[src/rtl/led_pkg.sv]
// led_pkg: shared constants and types for the LED strip engine.
//   - op-code values for the 4-bit command bus
//   - led_mode_t: SOLID / BLINK / RAINBOW pattern selection
//   - SOLID_COLORS: 8-entry {R,G,B} table indexed by colour code
//   - RAINBOW_PALETTE: 8 palettes x 10 entries, indexed [colour][position]
//   - DEFAULT_BRIGHTNESS: level restored by a power-on command
package led_pkg;

    localparam logic [3:0] OP_NOP        = 4'd0;
    localparam logic [3:0] OP_POWER_ON   = 4'd1;
    localparam logic [3:0] OP_MODE_NEXT  = 4'd2;
    localparam logic [3:0] OP_MODE_PREV  = 4'd3;
    localparam logic [3:0] OP_COLOR_NEXT = 4'd4;
    localparam logic [3:0] OP_UNDO       = 4'd5;
    localparam logic [3:0] OP_BRIGHT_UP  = 4'd6;
    localparam logic [3:0] OP_BRIGHT_DN  = 4'd7;

    typedef enum logic [1:0] {
        SOLID   = 2'd0,
        BLINK   = 2'd1,
        RAINBOW = 2'd2
    } led_mode_t;

    localparam logic [2:0] DEFAULT_BRIGHTNESS = 3'd7;
    localparam int         PALETTE_LEN        = 10;

    localparam logic [23:0] SOLID_COLORS [8] = '{
        24'hFF0000, 24'h00FF00, 24'h0000FF, 24'hFFFF00,
        24'hFF6400, 24'hFF00FF, 24'h6400FF, 24'hFFFFFF
    };

    // Each palette sweeps red upward along the strip; green marks the
    // palette number and blue drifts with both.
    localparam logic [23:0] RAINBOW_PALETTE [8][PALETTE_LEN] = '{
        '{24'h094074, 24'h194075, 24'h294076, 24'h394077, 24'h494078,
          24'h594079, 24'h69407A, 24'h79407B, 24'h89407C, 24'h99407D},
        '{24'h095075, 24'h195076, 24'h295077, 24'h395078, 24'h495079,
          24'h59507A, 24'h69507B, 24'h79507C, 24'h89507D, 24'h99507E},
        '{24'h096076, 24'h196077, 24'h296078, 24'h396079, 24'h49607A,
          24'h59607B, 24'h69607C, 24'h79607D, 24'h89607E, 24'h99607F},
        '{24'h097077, 24'h197078, 24'h297079, 24'h39707A, 24'h49707B,
          24'h59707C, 24'h69707D, 24'h79707E, 24'h89707F, 24'h997080},
        '{24'h098078, 24'h198079, 24'h29807A, 24'h39807B, 24'h49807C,
          24'h59807D, 24'h69807E, 24'h79807F, 24'h898080, 24'h998081},
        '{24'h099079, 24'h19907A, 24'h29907B, 24'h39907C, 24'h49907D,
          24'h59907E, 24'h69907F, 24'h799080, 24'h899081, 24'h999082},
        '{24'h09A07A, 24'h19A07B, 24'h29A07C, 24'h39A07D, 24'h49A07E,
          24'h59A07F, 24'h69A080, 24'h79A081, 24'h89A082, 24'h99A083},
        '{24'h09B07B, 24'h19B07C, 24'h29B07D, 24'h39B07E, 24'h49B07F,
          24'h59B080, 24'h69B081, 24'h79B082, 24'h89B083, 24'h99B084}
    };

endpackage

[src/rtl/led_strip_engine_if.sv]
// led_strip_engine_if: command and status bundle between a command source
// (master) and the LED strip engine (slave).
//   op_valid/op_code : single-cycle command strobe and 4-bit op, no backpressure;
//                      a command is taken on every rising edge op_valid is high
//   strip            : NUM_LEDS x 24-bit {R,G,B}, pixel 0 in the LSBs
//   mode, color_code, brightness, power : current control state
interface led_strip_engine_if #(
    parameter int NUM_LEDS = 10
);
    import led_pkg::*;

    logic                    op_valid;
    logic [3:0]              op_code;
    logic [NUM_LEDS*24-1:0]  strip;
    led_mode_t               mode;
    logic [2:0]              color_code;
    logic [2:0]              brightness;
    logic                    power;

    modport master (
        output op_valid, op_code,
        input  strip, mode, color_code, brightness, power
    );

    modport slave (
        input  op_valid, op_code,
        output strip, mode, color_code, brightness, power
    );
endinterface

[src/rtl/led_brightness_scale.sv]
// led_brightness_scale: combinational per-pixel brightness scaler.
//   i_pixel      : 24-bit {R,G,B} colour
//   i_brightness : level 0..7
//   o_pixel      : each channel = (c * (level + 1)) >> 3
module led_brightness_scale (
    input  logic [23:0] i_pixel,
    input  logic [2:0]  i_brightness,
    output logic [23:0] o_pixel
);
    logic [10:0] w_factor;

    assign w_factor = {8'd0, i_brightness} + 11'd1;

    for (genvar ch = 0; ch < 3; ch++) begin : g_chan
        // 255 * 8 = 2040 fits in 11 bits, so the product never overflows.
        logic [10:0] w_prod;
        assign w_prod = {3'd0, i_pixel[ch*8 +: 8]} * w_factor;
        assign o_pixel[ch*8 +: 8] = 8'(w_prod >> 3);
    end
endmodule

[src/rtl/led_strip_engine.sv]
// led_strip_engine: command-driven LED strip pattern generator.
//   clk  : system clock, all state changes on the rising edge
//   rst  : synchronous, active-high reset
//   bus  : slave side of led_strip_engine_if (commands in, strip/status out)
// Control state (power, mode, colour, undo, brightness), the animation step
// timer and the registered pixel output all live here. The pixel path is
// one register deep: strip shows the state as it was after the previous edge.
module led_strip_engine
    import led_pkg::*;
#(
    parameter int NUM_LEDS = 10,
    parameter int STEP_DIV = 1
) (
    input logic                clk,
    input logic                rst,
    led_strip_engine_if.slave  bus
);
    localparam int CW = (STEP_DIV > 1) ? $clog2(STEP_DIV) : 1;

    logic                   r_power,      w_power;
    led_mode_t              r_mode,       w_mode;
    logic [2:0]             r_color,      w_color;
    logic [2:0]             r_prev_color, w_prev_color;
    logic [2:0]             r_brightness, w_brightness;
    logic                   r_phase,      w_phase;
    logic [3:0]             r_offset,     w_offset;
    logic [CW-1:0]          r_step_cnt,   w_step_cnt;
    logic [NUM_LEDS*24-1:0] r_strip,      w_strip_next;
    logic                   w_tick;

    assign w_tick = r_power && (r_step_cnt == CW'(STEP_DIV - 1));

    // State register.
    always_ff @(posedge clk) begin
        if (rst) begin
            r_power      <= 1'b0;
            r_mode       <= SOLID;
            r_color      <= 3'd0;
            r_prev_color <= 3'd0;
            r_brightness <= 3'd0;
            r_phase      <= 1'b1;
            r_offset     <= 4'd0;
            r_step_cnt   <= '0;
            r_strip      <= '0;
        end else begin
            r_power      <= w_power;
            r_mode       <= w_mode;
            r_color      <= w_color;
            r_prev_color <= w_prev_color;
            r_brightness <= w_brightness;
            r_phase      <= w_phase;
            r_offset     <= w_offset;
            r_step_cnt   <= w_step_cnt;
            r_strip      <= r_power ? w_strip_next : '0;
        end
    end

    // Next-state logic: step timer first, then the command on top of it.
    always_comb begin
        w_power      = r_power;
        w_mode       = r_mode;
        w_color      = r_color;
        w_prev_color = r_prev_color;
        w_brightness = r_brightness;
        w_phase      = r_phase;
        w_offset     = r_offset;
        w_step_cnt   = r_step_cnt;

        if (r_power) begin
            w_step_cnt = w_tick ? '0 : r_step_cnt + CW'(1);
        end
        if (w_tick) begin
            w_phase  = ~r_phase;
            w_offset = (r_offset == 4'd9) ? 4'd0 : r_offset + 4'd1;
        end

        // While off, only power-on is honoured.
        if (bus.op_valid && (r_power || bus.op_code == OP_POWER_ON)) begin
            if (bus.op_code[3]) begin
                if (bus.op_code[2:0] != r_color) begin
                    w_prev_color = r_color;
                    w_color      = bus.op_code[2:0];
                end
            end else begin
                case (bus.op_code)
                    OP_POWER_ON: begin
                        w_power      = 1'b1;
                        w_mode       = SOLID;
                        w_color      = 3'd0;
                        w_prev_color = 3'd0;
                        w_brightness = DEFAULT_BRIGHTNESS;
                    end
                    OP_MODE_NEXT: begin
                        case (r_mode)
                            SOLID:   w_mode = BLINK;
                            BLINK:   w_mode = RAINBOW;
                            default: w_mode = SOLID;
                        endcase
                    end
                    OP_MODE_PREV: begin
                        case (r_mode)
                            SOLID:   w_mode = RAINBOW;
                            BLINK:   w_mode = SOLID;
                            default: w_mode = BLINK;
                        endcase
                    end
                    OP_COLOR_NEXT: begin
                        w_prev_color = r_color;
                        w_color      = r_color + 3'd1;
                    end
                    OP_UNDO:      w_color = r_prev_color;
                    OP_BRIGHT_UP: if (r_brightness != 3'd7) w_brightness = r_brightness + 3'd1;
                    OP_BRIGHT_DN: if (r_brightness != 3'd0) w_brightness = r_brightness - 3'd1;
                    default: ;
                endcase
            end
        end

        // Entering blink always starts lit, even if a tick lands on the same edge.
        if (w_mode == BLINK && r_mode != BLINK) begin
            w_phase = 1'b1;
        end
    end

    // Output logic: per-pixel colour selection and brightness scaling.
    for (genvar gi = 0; gi < NUM_LEDS; gi++) begin : g_pix
        localparam int PIX_MOD = gi % PALETTE_LEN;
        logic [4:0]  w_sum;
        logic [3:0]  w_idx;
        logic [23:0] w_raw;
        logic [23:0] w_scaled;

        always_comb begin
            // (i%10 + 10 - offset) lies in 1..19, so one conditional subtract wraps it.
            w_sum = 5'(PIX_MOD + PALETTE_LEN) - {1'b0, r_offset};
            w_idx = (w_sum >= 5'd10) ? 4'(w_sum - 5'd10) : w_sum[3:0];
            w_raw = '0;
            case (r_mode)
                SOLID:   w_raw = SOLID_COLORS[r_color];
                BLINK:   w_raw = r_phase ? SOLID_COLORS[r_color] : 24'h000000;
                RAINBOW: w_raw = RAINBOW_PALETTE[r_color][w_idx];
                default: w_raw = '0;
            endcase
        end

        led_brightness_scale u_scale (
            .i_pixel      (w_raw),
            .i_brightness (r_brightness),
            .o_pixel      (w_scaled)
        );

        assign w_strip_next[gi*24 +: 24] = w_scaled;
    end

    assign bus.strip      = r_strip;
    assign bus.mode       = r_mode;
    assign bus.color_code = r_color;
    assign bus.brightness = r_brightness;
    assign bus.power      = r_power;
endmodule

[src/flat_wrapper.sv]
// flat-port wrapper written by rule: the top's interface ports become plain ports
module led_strip_engine_flat import led_pkg::*;
#(
    parameter int NUM_LEDS = 10,
    parameter int STEP_DIV = 1
)
  (clk, rst, bus_op_valid, bus_op_code, bus_strip, bus_mode, bus_color_code, bus_brightness, bus_power);
  led_strip_engine_if #(.NUM_LEDS(NUM_LEDS)) bus_i ();
  input logic clk;
  input logic rst;
  input wire logic [$bits(bus_i.op_valid)-1:0] bus_op_valid;
  input wire logic [$bits(bus_i.op_code)-1:0] bus_op_code;
  output wire logic [$bits(bus_i.strip)-1:0] bus_strip;
  output wire logic [$bits(bus_i.mode)-1:0] bus_mode;
  output wire logic [$bits(bus_i.color_code)-1:0] bus_color_code;
  output wire logic [$bits(bus_i.brightness)-1:0] bus_brightness;
  output wire logic [$bits(bus_i.power)-1:0] bus_power;
  assign bus_i.op_valid = bus_op_valid;
  assign bus_i.op_code = bus_op_code;
  assign bus_strip = bus_i.strip;
  assign bus_mode = bus_i.mode;
  assign bus_color_code = bus_i.color_code;
  assign bus_brightness = bus_i.brightness;
  assign bus_power = bus_i.power;
  led_strip_engine #(.NUM_LEDS(NUM_LEDS), .STEP_DIV(STEP_DIV)) u_core (.clk(clk), .rst(rst), .bus(bus_i));
endmodule
[config.mk]
export PLATFORM = sky130hd
export DESIGN_NAME = led_strip_engine_flat
export DESIGN_NICKNAME = d
export VERILOG_FILES = /design/src/rtl/led_pkg.sv /design/src/rtl/led_strip_engine_if.sv /design/src/rtl/led_brightness_scale.sv /design/src/rtl/led_strip_engine.sv /design/src/flat_wrapper.sv
export SDC_FILE = /design/constraint.sdc
export NUM_CORES = 1
export LEC_CHECK = 0
export CAP_MARGIN = 20
export CORE_AREA = 2 2 310 220
export CTS_BUF_LIST = sky130_fd_sc_hd__clkbuf_8
export DETAILED_ROUTE_END_ITERATION = 16
export DIE_AREA = 0 0 312 222
export DONT_BUFFER_PORTS = 1
export GPL_ROUTABILITY_DRIVEN = 1
export PLACE_DENSITY = 0.7
export RECOVER_POWER = 100
export SKIP_CTS_REPAIR_TIMING = 1
export SLEW_MARGIN = 20
export SYNTH_ARGS = -nofsm -noshare
export SYNTH_HDL_FRONTEND = slang
export SYNTH_HIERARCHICAL = 1
export SYNTH_SLANG_ARGS = --single-unit
[constraint.sdc]
create_clock -name clk -period 16.74 [get_ports clk]
set_clock_uncertainty 0.1 [all_clocks]
set_input_delay 3.348 -clock clk [delete_from_list [all_inputs] [get_ports clk]]
set_output_delay 3.348 -clock clk [all_outputs]
set_load 0.005 [all_outputs]
After elaboration in Yosys (flattened, before gate mapping):

Memory sizes are Yosys's and may differ from the RTL's.
Index checks and enable logic that the tools add are counted.

* register bits: 258
* ROM bits: 2112
* bits of input ports: 7
* logic and storage cells: 206
* memories kept: 2

* add/sub/neg operators: 26
* $mul: 30
* magnitude comparators: 21
* equal/unequal tests: 17
* muxes and demuxes: 71
* bitwise operators: 15
* reduce and logical (&&, ||, !) cells: 15

Memories
* (name not given): words 8, width 240, read ports 1, clocked after Yosys merged registers in 0, wr ports 0, line led_strip_engine.sv:141 `RAINBOW: w_raw = RAINBOW_PALETTE[r_color][w_idx];`
* (name not given): words 8, width 24, read ports 1, clocked after Yosys merged registers in 0, wr ports 0, line led_strip_engine.sv:139 `SOLID: w_raw = SOLID_COLORS[r_color];`

Operators with widths (number)
* 24-bit binary-select mux with 4-bit select: 10
* 24-bit one-hot mux with 3 select lines: 10
* 24-bit two-way mux: 23
* 240-bit two-way mux: 2
* 8-bit by 11-bit multiplier with 11-bit output: 30
* 5-bit by 4-bit greater-or-equal comparator with 1-bit output, second input constant: 10
* 5-bit greater-or-equal comparator, second input constant: 10
* 4-bit inverter with 5-bit output: 10
* 4-bit two-way mux: 11
* 4-bit subtractor, second input constant: 10
* 4-bit by 4-bit subtractor with 5-bit output, first input constant: 6
* 5-bit by 4-bit subtractor with 5-bit output, first input constant: 4
* 3-bit two-way mux: 6
* 3-bit one-hot mux with 3 select lines: 2
* 4-bit by 3-bit == test with 1-bit output, second input constant: 4
* 3-bit AND reduction: 3
* 3-bit nonzero test: 3
* 4-bit by 2-bit == test with 1-bit output, second input constant: 2
* 2-bit by 1-bit != test with 1-bit output, second input constant: 4
* 2-bit one-hot mux with 2 select lines: 2
* 3-bit by 1-bit adder with 3-bit output, second input constant: 2
* 2-bit one-hot mux with 3 select lines: 1
* 3-bit one-hot mux with 2 select lines: 1
* 5-bit AND reduction: 1
* 20 further kinds: 28

Longest topological paths before layout:

Gate-level depths: netlist (run 1).

* word-level depth: 9
* mapped depth: 26
* gate-level depth less buffers: 24

Cells and area by module:

The synthesis (run 1) kept the hierarchy.

Modules (own cells, without submodules)
* led_brightness_scale at u_core.g_pix[0].u_scale ...: instances 6, cells an instance 305, area an instance 2483.6 µm², sequential area each 0.0 µm²
* led_strip_engine: instances 1, cells an instance 1289, area an instance 11384.7 µm², sequential area each 5165.0 µm²
* led_brightness_scale at u_core.g_pix[6].u_scale ...: instances 2, cells an instance 305, area an instance 2484.9 µm², sequential area each 0.0 µm²
* led_brightness_scale at u_core.g_pix[9].u_scale: instances 1, cells an instance 309, area an instance 2491.1 µm², sequential area each 0.0 µm²
* led_brightness_scale at u_core.g_pix[5].u_scale: instances 1, cells an instance 305, area an instance 2482.4 µm², sequential area each 0.0 µm²

Worst setup path after synthesis (run 1):

Ideal clock, no wire load.

* path type: register -> register
* start: reg u_core.r_offset[1]
* end: reg u_core.r_strip[54] (netlist: u_core/bus.strip[54])
* library setup time: 0.115 ns
* arrival: 5.948 ns
* data required time: 16.525 ns
* slack: 10.578 ns
* stages on the path, launching flop included: 24
* clock period less this slack: 6.162 ns
* cells stage by stage: dfxtp_1 > clkbuf_1 > clkinv_1 > ha_1 > buf_2 > clkinv_1 > ha_1 > nor3b_1 > a2bb2oi_1 > and2_1 > a211oi_2 > a32o_1 > a211oi_1 > nand2_1 > and2_1 > fa_1 > inv_1 > fa_1 > inv_1 > ha_1 > and4_1 > a221oi_1 > xnor2_1 > and2_1

* word-level cells in the longest chain between the ends: 9

Ends and longest elaborated chain
* from (decl): line led_strip_engine.sv:26 `logic [3:0] r_offset, w_offset;`
* from (signal assigned): line led_strip_engine.sv:52 `r_offset <= w_offset;`
* 4-bit by 4-bit subtractor with 5-bit output (*): line led_strip_engine.sv:135 `w_sum = 5'(PIX_MOD + PALETTE_LEN) - {1'b0, r_offset};`
* 4-bit subtractor / 5-bit by 4-bit greater-or-equal comparator with 1-bit output (equally long branches): line led_strip_engine.sv:136 `w_idx = (w_sum >= 5'd10) ? 4'(w_sum - 5'd10) : w_sum[3:0];`
* 4-bit two-way mux (*): line led_strip_engine.sv:136
* 4-bit inverter with 5-bit output (implied by the code) (*): line led_strip_engine.sv:141
* 24-bit binary-select mux with 4-bit select (*): line led_strip_engine.sv:141
* 24-bit two-way mux (implied by the code) (*) (2 in series): line led_strip_engine.sv:141
* 24-bit one-hot mux with 3 select lines (*): line led_strip_engine.sv:138 `case (r_mode)`
* via u_core.g_pix[2].w_raw[4]: line led_strip_engine.sv:130 `logic [23:0] w_raw;`
* 8-bit by 11-bit multiplier with 11-bit output (*): line led_brightness_scale.sv:17 `assign w_prod = {3'd0, i_pixel[ch*8 +: 8]} * w_factor;`
* via u_core.g_pix[2].w_scaled[6]: line led_strip_engine.sv:131 `logic [23:0] w_scaled;`
* to (signal assigned): line led_strip_engine.sv:54 `r_strip <= r_power ? w_strip_next : '0;`
* to (decl): line led_strip_engine.sv:28 `logic [NUM_LEDS*24-1:0] r_strip, w_strip_next;`

The timed path passes the listed nets; every way through them passes the cells marked *. The select of a mux whose other input is x is not followed.
A chain may end at the register's enable or synchronous reset.

Worst setup path after layout (run 1):

* start: reg u_core.r_offset[0]
* end: reg u_core.r_strip[148] (netlist: u_core/bus.strip[148])

* word-level cells in the longest chain between the ends: 9

Ends and longest elaborated chain (line)
* 5-bit by 4-bit subtractor with 5-bit output (*): led_strip_engine.sv:135
* 4-bit subtractor / 5-bit by 4-bit greater-or-equal comparator with 1-bit output (equally long branches): led_strip_engine.sv:136
* 4-bit two-way mux (*): led_strip_engine.sv:136
* 4-bit inverter with 5-bit output (implied by the code) (*): led_strip_engine.sv:141
* 24-bit binary-select mux with 4-bit select (*): led_strip_engine.sv:141
* 24-bit two-way mux (implied by the code) (*) (2 in series): led_strip_engine.sv:141
* 24-bit one-hot mux with 3 select lines (*): led_strip_engine.sv:138
* via u_core.g_pix[6].w_raw[4]: led_strip_engine.sv:130
* 8-bit by 11-bit multiplier with 11-bit output (*): led_brightness_scale.sv:17
* via u_core.g_pix[6].w_scaled[4]: led_strip_engine.sv:131

Marks and branches as above.

==> flow_metrics.tcl, run 1 <==
set metrics [dict create \
    mostFrequentLayoutCell "and2_1" \
    failed_checks "max-capacitance violations, max-slew violations" \
    fin_crit_ps 9770 \
    dp_slack_ps 9100 \
    maxCapViolCount 8 \
    vias 28700 \
    startpoint_type "register" \
    synth_edf_count 0 \
    crit_family "buffers and inverters" \
    tns_ps 0 \
    ys_ff_latch 258 \
    synth_top_flop_cell "dfxtp_1" \
    critPathMaxFanout 47 \
    rows 79 \
    power.total_uw 1690 \
    layout-area-overhead-vs-synth_pct 4.67 \
    cp_common_cell "ha_1" \
    synthCells 4343 \
    layout_worst_path_cycle_share_pct 58.4 \
    path_cells "clkbuf_1 -> clkinv_1 -> ha_1 -> clkinv_1 -> ha_1 -> o21ai_0 -> a21boi_0 -> xnor2_1 -> a21o_1 -> a2bb2oi_1 -> and2_0 -> and2_0 -> fa_1 -> inv_1 -> fa_1 -> inv_1 -> ha_1 -> nand3_1 -> o31ai_1 -> a21o_1 -> a21oi_1 -> xnor2_1 -> and2_1" \
    slew_viol_final 364 \
    netlist_area_um2 36200 \
    avgSynthCellArea_um2 8.34 \
    fillers 6061 \
    vdd_drop_max_mv 0.0552 \
    async_flop_share_pct 0 \
    ctsLongestPathBuffers 3 \
    tritoncts "yes" \
    clock_sinks 258 \
    seq_area_frac_synth_pct 14.3 \
    drive_gt1_share_pct 3.61 \
    tightest_slew_ps 2840 \
    worst-path-buf-inv 5 \
    nNetsFinal 5029 \
    port-buffer-count 0 \
    setup_viol 0 \
    gp_congestion 0.955 \
    finalHoldViolCount 0 \
    rsz0062_at_grt "no" \
    max_freq_mhz 102 \
    numCtsBuffers 43 \
    core_um2 66000 \
    path_clk_slew_ps 80 \
    arrival_ps 10180 \
    drt_wl_total_um 91800 \
    final_cell_mix "and2_1 (500), inv_1 (492), nand2_1 (459), ha_1 (404), fa_1 (362)" \
    synth_cell_types 78 \
    hp-class "reg2reg" \
    drtAntennaViolNets 0 \
    die_w_um 312 \
    leakage_uw 0.0181 \
    synth_warnings 6 \
    cpMaxStageDelayCell "clkbuf_1" \
    critPathMaxStageDelay_ps 1550 \
    place_hpwl_um 68100 \
    firstDrtPassIters 5 \
    grt_pass1_wl_um 150000 \
    initial_utilization_pct 54.9 \
    io_pins 256 \
    antenna_found_initial 4 \
    overflow 0 \
    dieArea_um2 69300 \
    status "finished with violations" \
    drc_errors 0 \
    syn-num-nets 5116 \
    clock_latency_ps 620 \
    slew_headroom_pct -89.1 \
    root_buffer "clkbuf_8" \
    die_h_um 222 \
    endpoint_kind "register" \
    setup_ws_ps 6970 \
    crit_type "reg2reg" \
    drt_iter0_drc 1974 \
    grt_start_max_net_pins 136 \
    groute.usage.overall_pct 26.6 \
    grt_pass1_vias 28200 \
    crit_required_ps 17150 \
    wl_per_cell_um 17.7 \
    viasPerCell 5.53 \
    htree_levels 2 \
    power_density_nw_per_um2 44.5 \
]
per-stage QoR:
step	hold slack (ps)	util [%]	area, um2	cells
2_1_floorplan	352	-	36200	4343
3_3_place_gp	354	56.0	37000	5102
3_5_place_dp	357	56.0	37000	5102
4_1_cts	367	57.6	38000	5179
5_1_grt	391	57.4	37900	5179
6_report	368	57.4	37900	5180
per-layer routing:
layer	vias to the layer above	track usage, %	wire (um)
li1	13800	-	-
met1	13900	37.0	42500
met2	825	41.8	40500
met3	132	5.88	6570
met4	4	6.75	2150
met5	-	0	80
sequential cells by signal, summed over array words and instances, names as in the netlist:
register / flops
u_core/bus.power: 1
u_core/bus.color_code: 3
u_core/r_step_cnt: 1
u_core/r_phase: 1
u_core/bus.strip: 240
u_core/bus.mode: 2
u_core/r_offset: 4
u_core/r_prev_color: 3
u_core/bus.brightness: 3
area by class of cell:
type	instances	area, um2	share of cell area, %
Multi-Input combinational cell	3423	28500	75.1
Clock inverter	23	295	0.779
Inverter	492	1850	4.87
Clock buffer	54	743	1.96
Antenna cell	1	2.50	0.00660
Sequential cell	258	5160	13.6
Tap cell	891	1110	2.94
Timing Repair Buffer	38	263	0.693
path summary, 6_finish.rpt:
| path | slack [ps] | end | from | depth (start not counted) |
|---|---|---|---|---|
| setup / recovery | 6970 | u_core/bus.strip[148] | u_core/r_offset[0] | 23 |
| hold / removal | 370 | u_core/r_step_cnt | u_core/r_step_cnt | 1 |
| setup reg to reg | 6970 | u_core/bus.strip[148] | u_core/r_offset[0] | 23 |
| hold reg to reg | 370 | u_core/r_step_cnt | u_core/r_step_cnt | 1 |
logic make-up after synthesis:
group	share of synthesized area, %
flip-flops	14.3
multiplexers	0.822
AO/OA/AOI/OAI	11.6
buffers and inverters	7.00
adder cells (fa/ha/maj)	34.0
XOR/XNOR	7.64
AND/OR/NAND/NOR	24.7
Yosys cell counts, drive strengths merged (4+ instances only):
cell type  number  area, um2
a31oi          19        146
o21a           54        405
nor2          104        393
o21ai         171        863
buf            41        203
o21bai         20        150
o22ai           4       25.0
a22oi           6       45.0
o31ai          24        275
mux2            8       97.6
a21boi          6       45.0
inv           489       1840
ha            404       5050
o2111ai         5       43.8
a211oi         16        125
xor2           53        464
xnor2         260       2300
nor3           36        180
a211o           4       35.0
fa            362       7250
or2            10       62.6
a221o           4       40.0
mux2i          20        200
a221oi         20        175
nand3          77        385
o221ai          6       52.6
a21o           37        278
and4           20        175
and3           19        119
nor2b         130        813
or3             7       43.8
a21oi         194        975
and2          672       4210
nand2         460       1730
clkbuf        129        487
nand4           9       56.3
dfxtp         258       5160
a2bb2oi         4       35.0
o31a           11       96.3
nand2b        106        686
o211ai         28        210
report_power, final:
| part | internal, uW | total (uW) | switching (uW) |
|---|---|---|---|
| combinational | 150 | 386 | 236 |
| sequential | 617 | 620 | 3.41 |
| clock | 401 | 681 | 280 |
| total | 1170 | 1690 | 519 |
No activity file was read; power rests on OpenSTA's default activity.
==> run 2: changes to the inputs <==
--- a/config.mk
+++ b/config.mk
@@ -12,7 +12,7 @@
 export DIE_AREA = 0 0 312 222
 export DONT_BUFFER_PORTS = 1
 export GPL_ROUTABILITY_DRIVEN = 1
-export PLACE_DENSITY = 0.7
+export PLACE_DENSITY = 0.73
 export RECOVER_POWER = 100
 export SKIP_CTS_REPAIR_TIMING = 1
 export SLEW_MARGIN = 20
==> constraint.sdc (replaced) <==
create_clock -name clk -period 8.3 [get_ports clk]
set_clock_uncertainty 0.1 [all_clocks]
set_input_delay 1.66 -clock clk [delete_from_list [all_inputs] [get_ports clk]]
set_output_delay 1.66 -clock clk [all_outputs]
set_load 0.005 [all_outputs]
==> run 2 against run 1 <==
  * The flow still finishes with violations (max-capacitance violations, max-slew violations)
  * Wire length fell by 0.67%
  * Sequential share of layout area hardly changed
  * Largest cell class unchanged
  * Via count is essentially flat
  * Die area unchanged
  * Highest routed layer is now met4
  * Clock power rose by 95%
  * Critical path type unchanged
  * Hold slack improved by 2.5 ps
==> flow_metrics.tcl, run 2 (synthesized netlist as in run 1, its figures left out) <==
set metrics [dict create \
    clock_latency_ps 660 \
    drt_wl_total_um 91200 \
    die_h_um 222 \
    htree_levels 2 \
    final_cell_mix "and2_1 (508), inv_1 (494), nand2_1 (459), ha_1 (404), fa_1 (362)" \
    grt_pass1_wl_um 150000 \
    n_antenna_cell 0 \
    failed_checks "max-capacitance violations, max-slew violations" \
    fillers 6145 \
    nNetsFinal 5040 \
    regArea_um2 5170 \
    leakage_uw 0.0182 \
    endpoint_kind "register" \
    numCtsBuffers 46 \
    status "finished with violations" \
    critPathMaxFanout 24 \
    viasPerCell 5.52 \
    vias 28700 \
    crit_type "reg2reg" \
    critical_path_depth 21 \
    final_area_um2 37900 \
    max_freq_mhz 134 \
    multi_input_area_um2 28500 \
    io_pins 256 \
    maxCapViolCount 7 \
    layout-area-overhead-vs-synth_pct 4.70 \
    placed_cells 5110 \
    crit_family "compound AO/OA/AOI/OAI gates" \
    clock_sinks 258 \
    crit_required_ps 8720 \
    grt_pass1_vias 28300 \
    worst-path-buf-inv 4 \
    drt_iter0_drc 2081 \
    vdd_drop_max_mv 0.112 \
    fin_crit_ps 7470 \
    gp_congestion 0.956 \
    drive_gt1_share_pct 3.67 \
    place_hpwl_um 69100 \
    finalNonFillerCells 5191 \
    tightest_slew_ps 2280 \
    dieArea_um2 69300 \
    cpMaxStageDelayCell "dfxtp_1" \
    groute.usage.overall_pct 26.6 \
    path_cells "clkinv_1 -> clkbuf_1 -> ha_1 -> o21ai_0 -> a31oi_4 -> xnor2_1 -> mux2_4 -> a21oi_1 -> o21ai_1 -> and2_1 -> fa_1 -> inv_1 -> fa_1 -> inv_1 -> ha_1 -> nand3_1 -> o31ai_1 -> a21o_1 -> a21oi_1 -> xnor2_1 -> and2_1" \
    slew_headroom_pct -52.4 \
    worstHoldPathCells 1 \
    hp-class "reg2reg" \
    power_density_nw_per_um2 88.6 \
    setup_viol 0 \
    drc_errors 0 \
    grt_start_max_net_pins 102 \
    antenna_found_initial 1 \
    tritoncts "yes" \
    startpoint_type "register" \
    port-buffer-count 0 \
    critPathMaxStageDelay_ps 890 \
    ctsLongestPathBuffers 3 \
    rows 79 \
    root_buffer "clkbuf_8" \
    layout_worst_path_cycle_share_pct 89.9 \
    drtAntennaViolNets 0 \
    path_clk_slew_ps 60 \
    tns_ps 0 \
    rr_worst_depth 21 \
    slew_viol_final 255 \
    initial_utilization_pct 54.9 \
    core_um2 66000 \
    overflow 0 \
    largest_register_ffs 240 \
    mostFrequentLayoutCell "and2_1" \
    wl_per_cell_um 17.6 \
    finalHoldViolCount 0 \
    dpl_cell_area_um2 37100 \
    die_w_um 312 \
    rsz0062_at_grt "no" \
    arrival_ps 7880 \
    firstDrtPassIters 6 \
]
[run 2: final cells by class]
class,count,share of cell area [%]
flip-flops and latches,258,13.6
well taps,891,2.94
multi-input cells,3423,75.1
inverters,492,4.87
clock inverters,27,0.729
clock buffers,54,1.96
repair buffers,46,0.825
[run 2: stage by stage]
step,hold WS (ps),power [uW],setup slack (ps),util [%]
2_1_floorplan,352,1860,2140,-
3_3_place_gp,354,2040,1610,56.1
3_5_place_dp,361,2050,1430,56.1
4_1_cts,370,3410,1430,57.7
5_1_grt,386,3570,420,57.4
6_report,370,3360,835,57.4
[run 2: worst paths after layout]
path / from / end / slack, ps
hold reg to reg: u_core/r_step_cnt / u_core/r_step_cnt / 370
setup / recovery: u_core/r_offset[1] / u_core/bus.strip[4] / 830
hold / removal: u_core/r_step_cnt / u_core/r_step_cnt / 370
setup reg to reg: u_core/r_offset[1] / u_core/bus.strip[4] / 830
[run 2: power by group]
| part | total, uW | internal, uW | switching [uW] |
|---|---|---|---|
| combinational | 776 | 303 | 473 |
| clock | 1330 | 754 | 579 |
| sequential | 1250 | 1240 | 6.79 |
[run 2: worst reg2reg max path: cells and delay by family (launching register included)]
| family | cells | cell delay [ps] |
|---|---|---|
| xor+xnor | 2 | 940 |
| fa+ha+maj | 4 | 1810 |
| flops | 1 | 890 |
| buf+inv | 4 | 730 |
| mux | 1 | 350 |
| compound gates | 7 | 2060 |
| simple gates | 3 | 430 |
[run 2: routing by layer]
| metal | GRT usage, % | share of wire, % | up-vias |
|---|---|---|---|
| met2 | 40.9 | 43 | 874 |
| li1 | - | - | 13900 |
| met5 | 0 | 0 | - |
| met3 | 5.88 | 7.7 | 142 |
| met1 | 37.4 | 46 | 13800 |
| met4 | 7.94 | 2.9 | 0 |
